<file path="src/rtl/sd_cmd_rsp_rx.sv">
// SD CMD-line response receiver for 48-bit R1/R3/R6/R7 frames.
// Hunts for the start bit under an NCR timeout, shifts the frame in, and checks CRC7 and framing.
module sd_cmd_rsp_rx #(
  parameter int TIMEOUT = 64,
  parameter int TO_BITS = 7
) (
  input  logic        clk,
  input  logic        reset,
  input  logic        tick,
  input  logic        start,
  input  logic        cmd_in,
  output logic        busy,
  output logic        done,
  output logic        timeout,
  output logic        crc_err,
  output logic        frame_err,
  output logic [5:0]  resp_index,
  output logic [31:0] resp_arg
);

  localparam logic [2:0] ST_IDLE  = 3'd0;
  localparam logic [2:0] ST_WAIT  = 3'd1;
  localparam logic [2:0] ST_RECV  = 3'd2;
  localparam logic [2:0] ST_CHECK = 3'd3;
  localparam logic [2:0] ST_FIN   = 3'd4;

  localparam logic [TO_BITS-1:0] TO_LIMIT = TO_BITS'(TIMEOUT);

  logic [2:0]         state_q, state_d;
  logic [47:0]        shift_q, shift_d;
  logic [5:0]         bitcnt_q, bitcnt_d;
  logic [TO_BITS-1:0] tocnt_q, tocnt_d, tocnt_inc;
  logic [6:0]         crc_q, crc_d;
  logic               busy_q, busy_d;
  logic               done_q, done_d;
  logic               timeout_q, timeout_d;
  logic               crc_err_q, crc_err_d;
  logic               frame_err_q, frame_err_d;
  logic [5:0]         index_q, index_d;
  logic [31:0]        arg_q, arg_d;

  function automatic logic [6:0] crc7_step(input logic [6:0] c, input logic b);
    logic fb;
    fb = b ^ c[6];
    return {c[5:0], 1'b0} ^ (fb ? 7'h09 : 7'h00);
  endfunction

  assign tocnt_inc = tocnt_q + TO_BITS'(1);

  always_comb begin
    state_d     = state_q;
    shift_d     = shift_q;
    bitcnt_d    = bitcnt_q;
    tocnt_d     = tocnt_q;
    crc_d       = crc_q;
    busy_d      = busy_q;
    done_d      = 1'b0;
    timeout_d   = 1'b0;
    crc_err_d   = crc_err_q;
    frame_err_d = frame_err_q;
    index_d     = index_q;
    arg_d       = arg_q;

    case (state_q)
      ST_IDLE: begin
        if (start) begin
          state_d     = ST_WAIT;
          busy_d      = 1'b1;
          tocnt_d     = '0;
          crc_d       = '0;
          bitcnt_d    = '0;
          shift_d     = '0;
          crc_err_d   = 1'b0;
          frame_err_d = 1'b0;
        end
      end
      ST_WAIT: begin
        if (tick) begin
          if (!cmd_in) begin
            state_d  = ST_RECV;
            shift_d  = {shift_q[46:0], cmd_in};
            bitcnt_d = 6'd1;
            crc_d    = crc7_step(crc_q, cmd_in);
          end else if (tocnt_q != TO_LIMIT) begin
            tocnt_d = tocnt_inc;
            if (tocnt_inc == TO_LIMIT) begin
              state_d   = ST_IDLE;
              timeout_d = 1'b1;
              busy_d    = 1'b0;
            end
          end
        end
      end
      ST_RECV: begin
        if (tick) begin
          shift_d  = {shift_q[46:0], cmd_in};
          bitcnt_d = bitcnt_q + 6'd1;
          // Only the first 40 bits (start bit through argument) are CRC-protected.
          if (bitcnt_q < 6'd40) crc_d = crc7_step(crc_q, cmd_in);
          if (bitcnt_q == 6'd47) state_d = ST_CHECK;
        end
      end
      ST_CHECK: begin
        index_d     = shift_q[45:40];
        arg_d       = shift_q[39:8];
        crc_err_d   = (crc_q != shift_q[7:1]);
        frame_err_d = shift_q[47] | shift_q[46] | ~shift_q[0];
        state_d     = ST_FIN;
      end
      ST_FIN: begin
        done_d  = 1'b1;
        busy_d  = 1'b0;
        state_d = ST_IDLE;
      end
      default: state_d = ST_IDLE;
    endcase
  end

  always_ff @(posedge clk or posedge reset) begin
    if (reset) begin
      state_q     <= ST_IDLE;
      shift_q     <= '0;
      bitcnt_q    <= '0;
      tocnt_q     <= '0;
      crc_q       <= '0;
      busy_q      <= 1'b0;
      done_q      <= 1'b0;
      timeout_q   <= 1'b0;
      crc_err_q   <= 1'b0;
      frame_err_q <= 1'b0;
      index_q     <= '0;
      arg_q       <= '0;
    end else begin
      state_q     <= state_d;
      shift_q     <= shift_d;
      bitcnt_q    <= bitcnt_d;
      tocnt_q     <= tocnt_d;
      crc_q       <= crc_d;
      busy_q      <= busy_d;
      done_q      <= done_d;
      timeout_q   <= timeout_d;
      crc_err_q   <= crc_err_d;
      frame_err_q <= frame_err_d;
      index_q     <= index_d;
      arg_q       <= arg_d;
    end
  end

  assign busy       = busy_q;
  assign done       = done_q;
  assign timeout    = timeout_q;
  assign crc_err    = crc_err_q;
  assign frame_err  = frame_err_q;
  assign resp_index = index_q;
  assign resp_arg   = arg_q;

endmodule
</file>
<file path="config.mk">
export PLATFORM = sky130hd
export DESIGN_NAME = sd_cmd_rsp_rx
export DESIGN_NICKNAME = d
export VERILOG_FILES = /design/src/rtl/sd_cmd_rsp_rx.sv
export SDC_FILE = /design/constraint.sdc
export NUM_CORES = 1
export LEC_CHECK = 0
export CORE_ASPECT_RATIO = 1.1
export CORE_MARGIN = 4
export CORE_UTILIZATION = 30
export DETAILED_ROUTE_END_ITERATION = 7
export DONT_BUFFER_PORTS = 1
export PLACE_DENSITY_LB_ADDON = 0.15
export SETUP_SLACK_MARGIN = 0.2
export SYNTH_ARGS = -nofsm -noshare
export SYNTH_HDL_FRONTEND = slang
export SYNTH_SLANG_ARGS = --single-unit
</file>
<file path="constraint.sdc">
create_clock -name clk -period 5.1 [get_ports clk]
set_input_delay 1.02 -clock clk [delete_from_list [all_inputs] [get_ports clk]]
set_output_delay 1.02 -clock clk [all_outputs]
set_load 0.02 [all_outputs]
</file>
* Word level (Yosys, flattened, before mapping)
Index checks and enable logic that the tools add are counted.
** Storage, ports and cells
- Logic and storage cells :: 94
- Bits in registers :: 114
- Input port bits :: 5
** Operators by class
- Equality and inequality tests :: 19
- $lt $le $gt $ge :: 1
- Add/subtract/negate cells :: 2
- Reductions and logical operators :: 11
- Bitwise gates (word level) :: 5
- Multiplexer cells :: 44
** Operators with widths (count)
- 48-bit two-way mux :: 4
- 48-bit case mux with 3 select lines :: 1
- 7-bit two-way mux :: 8
- 6-bit two-way mux :: 4
- 3-bit two-way mux :: 7
- 7-bit case mux with 3 select lines :: 1
- 2-bit != test (second input constant) :: 9
- 6-bit case mux with 3 select lines :: 1
- 6-bit AND reduction :: 3
- 7-bit case mux with 2 select lines :: 1
- 1-bit two-way mux :: 12
- 3-bit case mux with 4 select lines :: 1
- 5-bit AND reduction :: 2
- 7-bit by 1-bit adder with 7-bit output (second input constant) :: 1
- 7-bit equality test (second input constant) :: 1
- 7-bit != test :: 1
- 7-bit != test (second input constant) :: 1
- 7-bit by 4-bit XOR with 7-bit output :: 1
- 6-bit by 1-bit adder with 6-bit output (second input constant) :: 1
- 3-bit by 2-bit equality test with 1-bit output (second input constant) :: 2
- 6-bit equality test (second input constant) :: 1
- 6-bit < comparator (second input constant) :: 1
- 3-bit != test (second input constant) :: 2
- 3-bit nonzero test :: 2
- other kinds (11) :: 14

* Depth between registers and ports, before layout
- Word-level depth :: 7
- Mapped depth :: 7
- Gate-level depth less buffers :: 6

* Worst setup path before layout
OpenSTA, ideal clock, no wires.
- Kind :: input -> register
- Start :: in cmd_in
- End :: reg bitcnt_q[5]
- Setup time :: 0.069 ns
- Path buffers :: 0
- Slack :: 2.958 ns
- Arrival time :: 2.073 ns
- Stages on the path :: 4
- Path through :: nor4b_1 a2bb2oi_2 or4_1 nand3_1
** On the way
- Word-level cells in the longest chain between the ends :: 2
** Ends and longest elaborated chain
- from (decl) :: line 11 : input logic cmd_in,
- 2-bit != test (no line)
- 5-bit AND reduction (no line)
- to (signal assigned) :: line 136 : bitcnt_q <= bitcnt_d;
- to (decl) :: line 31 : logic [5:0] bitcnt_q, bitcnt_d;
Every way passes these cells.
A chain may end at the register's enable or synchronous reset.

* Worst setup path in the final report
- Start :: reg state_q[0]
- End :: reg crc_q[4]
** On the way
- Word-level cells in the longest chain between the ends :: 3
- Elaborated cells between the ends (all ways) :: 11
** Ends and longest elaborated chain
- from (decl) :: line 29 : logic [2:0] state_q, state_d;
- from (signal assigned) :: line 134 : state_q <= state_d;
- 3-bit by 2-bit equality test with 1-bit output, or another cell as far along :: line 64 : case (state_q)
- 2-bit != test (no line) / 3-bit nonzero test (equally long branches)
- 6-bit AND reduction (no line)
- to (signal assigned) :: line 138 : crc_q <= crc_d;
- to (decl) :: line 33 : logic [6:0] crc_q, crc_d;
Parallel ways exist; a longest one is shown, timed or not.

==> results_dict.tcl <==
set metrics [dict create \
    cp.arrival_ns 2.72 \
    finalWeightedCongestion 0.726 \
    cts_inserted_buffers 17 \
    cts_tree "done" \
    worstMarginPinSlew_ns 0.968 \
    pwr-share-comb_pct 22.2 \
    max-vdd-ir-drop_mv 0.266 \
    hp-class "register to register" \
    synth.cell_area_sq_um 4920 \
    max-cap-violations 0 \
    synth_compound_area_share_pct 11.7 \
    cts_resized 0 \
    synth_edf_count 0 \
    finalPower_mw 3.05 \
    place_area_sq_um 5080 \
    drtIter0Drc 131 \
    crit_path_max_fanout 70 \
    cts_buffer_depth 2 \
    p_switching_mw 1.03 \
    synth.distinct_cells 49 \
    root_buffer "clkbuf_16" \
    internal_power_mw 2.02 \
    async_flop_share_pct 100 \
    synthFlopType "dfrtp_1" \
    core-area_sq_um 15900 \
    synth.area.top_cells "dfrtp_1, nand2_1, mux2_2" \
    cts_setup_buffers 0 \
    synth_fp_nets 476 \
    place_worst_setup_slack_ns 2.52 \
    clk-insertion-delay-late_ns 0.40 \
    viasPerCell 4.82 \
    leakage_nw 2.48 \
    end_kind "register" \
    grt_pass1_vias 3451 \
    fin_nets 473 \
    drc 0 \
    synth_cells 468 \
    relSlewSlack_pct 35.5 \
    drv_slew 0 \
    ant_nets 0 \
    synth_top_area_share_pct 58.0 \
    setup.worst_path.start_class "register" \
    final.period_utilization_pct 47.0 \
    cts_sinks 114 \
    synth_mux_area_share_pct 8.91 \
    layout_setup_ws_ns 2.70 \
    hold_buffers 0 \
    track_usage_pct 12.1 \
    synth_simple_gate_area_share_pct 15.6 \
    wl_per_cell_um 15.0 \
    crit_required_ns 5.42 \
    grt_max_degree 78 \
    synth_top_family_by_area "simple AND/OR/NAND/NOR gates" \
    pwr-share-clk_pct 38.3 \
    grt_overflow_total 0 \
    final.min_clock_period_ns 2.40 \
    first_pass_iters 4 \
    grt_pass1_wl_um 17600 \
    dieArea_sq_um 18500 \
    synthToLayoutAreaGrowth_pct 15.1 \
    dieWidth_um 130 \
    io_buffers 0 \
    synth_xor_area_share_pct 1.60 \
    skew_ns 0.00507 \
    drt_wl_total_um 10200 \
    num_rows 48 \
    crit_type "register to register" \
    cts_htree_levels 4 \
    start_util_pct 30.9 \
    stdcell_area_sq_um 5660 \
    fmax_mhz 417 \
    hold_slack_ns 0.489 \
    n_antenna_cell 0 \
    cellPowerDensity_nw_per_um2 538 \
    yosysSeqAreaShare_pct 58.0 \
    setup_viol 0 \
    vias 3256 \
    yosys_warnings 0 \
    syn_avg_cell_area_sq_um 10.5 \
    synth_adder_area_share_pct 0.763 \
    status "completed" \
    synth.most_common_cell "nand2_1" \
    swShare_pct 33.7 \
    yosysTopAreaCell "dfrtp_1" \
    pwr-share-seq_pct 39.5 \
    ys_seq_elements 114 \
    die_y_um 142 \
    synthTopCellsByCount "nand2_1, dfrtp_1, o21ai_0" \
    antenna_found_initial 0 \
    grt_setup_unrepaired "no" \
    dp_hpwl_um 6240 \
    drive_gt1_share_pct 17.4 \
    hold_viol 0 \
    io_pins 48 \
    clkTransAtPathRegs_ns 0.05 \
    setup_tns_ns 0 \
]
-- final timing paths --
check / startpoint / endpoint / slack (ns) / cells after the start
min reg2reg: shift_q[47] / shift_q[47] / 0.49 / 2
max in group asynchronous: reset / resp_arg[20] / 3.35 / 2
min in group asynchronous: reset / resp_arg[11] / 0.72 / 1
max: state_q[0] / crc_q[4] / 2.70 / 5
min: shift_q[47] / shift_q[47] / 0.49 / 2
max reg2reg: state_q[0] / crc_q[4] / 2.70 / 5
-- state kept, by name (all words and copies together) (netlist names) --
name	count
crc_err	1
state_q	3
resp_index	6
tocnt_q	7
bitcnt_q	6
frame_err	1
resp_arg	32
done	1
crc_q	7
busy	1
timeout	1
shift_q	48
-- stage by stage --
step                      std cells  utilization, %
final                           676            35.6
after floorplan                 468               -
after CTS                       676            35.6
after global placement          646            31.9
after detailed placement        646            31.9
after global routing            676            35.6
-- layer usage --
layer | GRT usage, % | vias up | share of wire, %
met5 | 0 | - | 0
met3 | 4.73 | 13 | 5.5
met2 | 18.3 | 56 | 47
met1 | 15.3 | 1594 | 46
li1 | - | 1593 | -
met4 | 5.25 | 0 | 1.9
-- worst max-delay path, cell delays in order (launching register included) --
cell and delay [ns]:
dfrtp_1 0.75, nor4b_1 0.58, a2bb2oi_4 0.14, buf_4 0.34
or2_4 0.36, o21ai_1 0.15
-- power by group through the flow --
stage | clock, mW | sequential [mW] | combinational [mW]
after floorplan | 0 | 1.15 | 0.604
after global placement | 0 | 1.22 | 0.668
after detailed placement | 0 | 1.22 | 0.684
after CTS | 1.20 | 1.21 | 0.691
after global routing | 1.25 | 1.22 | 0.767
final | 1.17 | 1.20 | 0.675
-- cell families after synthesis --
group           Yosys count
simple gates            171
flops                   114
compound gates           98
mux                      39
buf+inv                  34
xor+xnor                  9
fa+ha+maj                 3
-- cell type report --
class / count / area (sq um)
timing repair buffer: 4 / 30.0
inverter: 8 / 32.5
clock buffer: 25 / 505
multi-input combinational: 320 / 1920
fill: 1561 / 10300
sequential: 114 / 2850
clock inverter: 5 / 75.1
tap: 200 / 250
-- cells in the final DEF, fill, tap and decap left out, types with 3 or more instances in the layout --
| cell | Yosys | layout |
|---|---|---|
| nand2b_1 | 4 | 4 |
| clkinv_2 | 0 | 3 |
| o21ai_1 | 21 | 21 |
| nand3_1 | 9 | 9 |
| nor2b_1 | 3 | 3 |
| xor2_1 | 3 | 3 |
| clkbuf_8 | 0 | 5 |
| nor4_1 | 3 | 3 |
| a31oi_1 | 3 | 3 |
| buf_4 | 3 | 4 |
| clkbuf_1 | 10 | 3 |
| mux2_2 | 38 | 38 |
| o31ai_1 | 3 | 3 |
| o21ai_0 | 52 | 52 |
| ha_1 | 3 | 3 |
| xnor2_1 | 6 | 6 |
| clkbuf_16 | 0 | 17 |
| a21oi_1 | 4 | 4 |
| o211ai_1 | 3 | 3 |
| nor3_1 | 3 | 3 |
| inv_1 | 7 | 6 |
| nor2_1 | 12 | 12 |
| dfrtp_1 | 114 | 114 |
| nand2_1 | 118 | 118 |
Power figures use the tool's default switching activity.
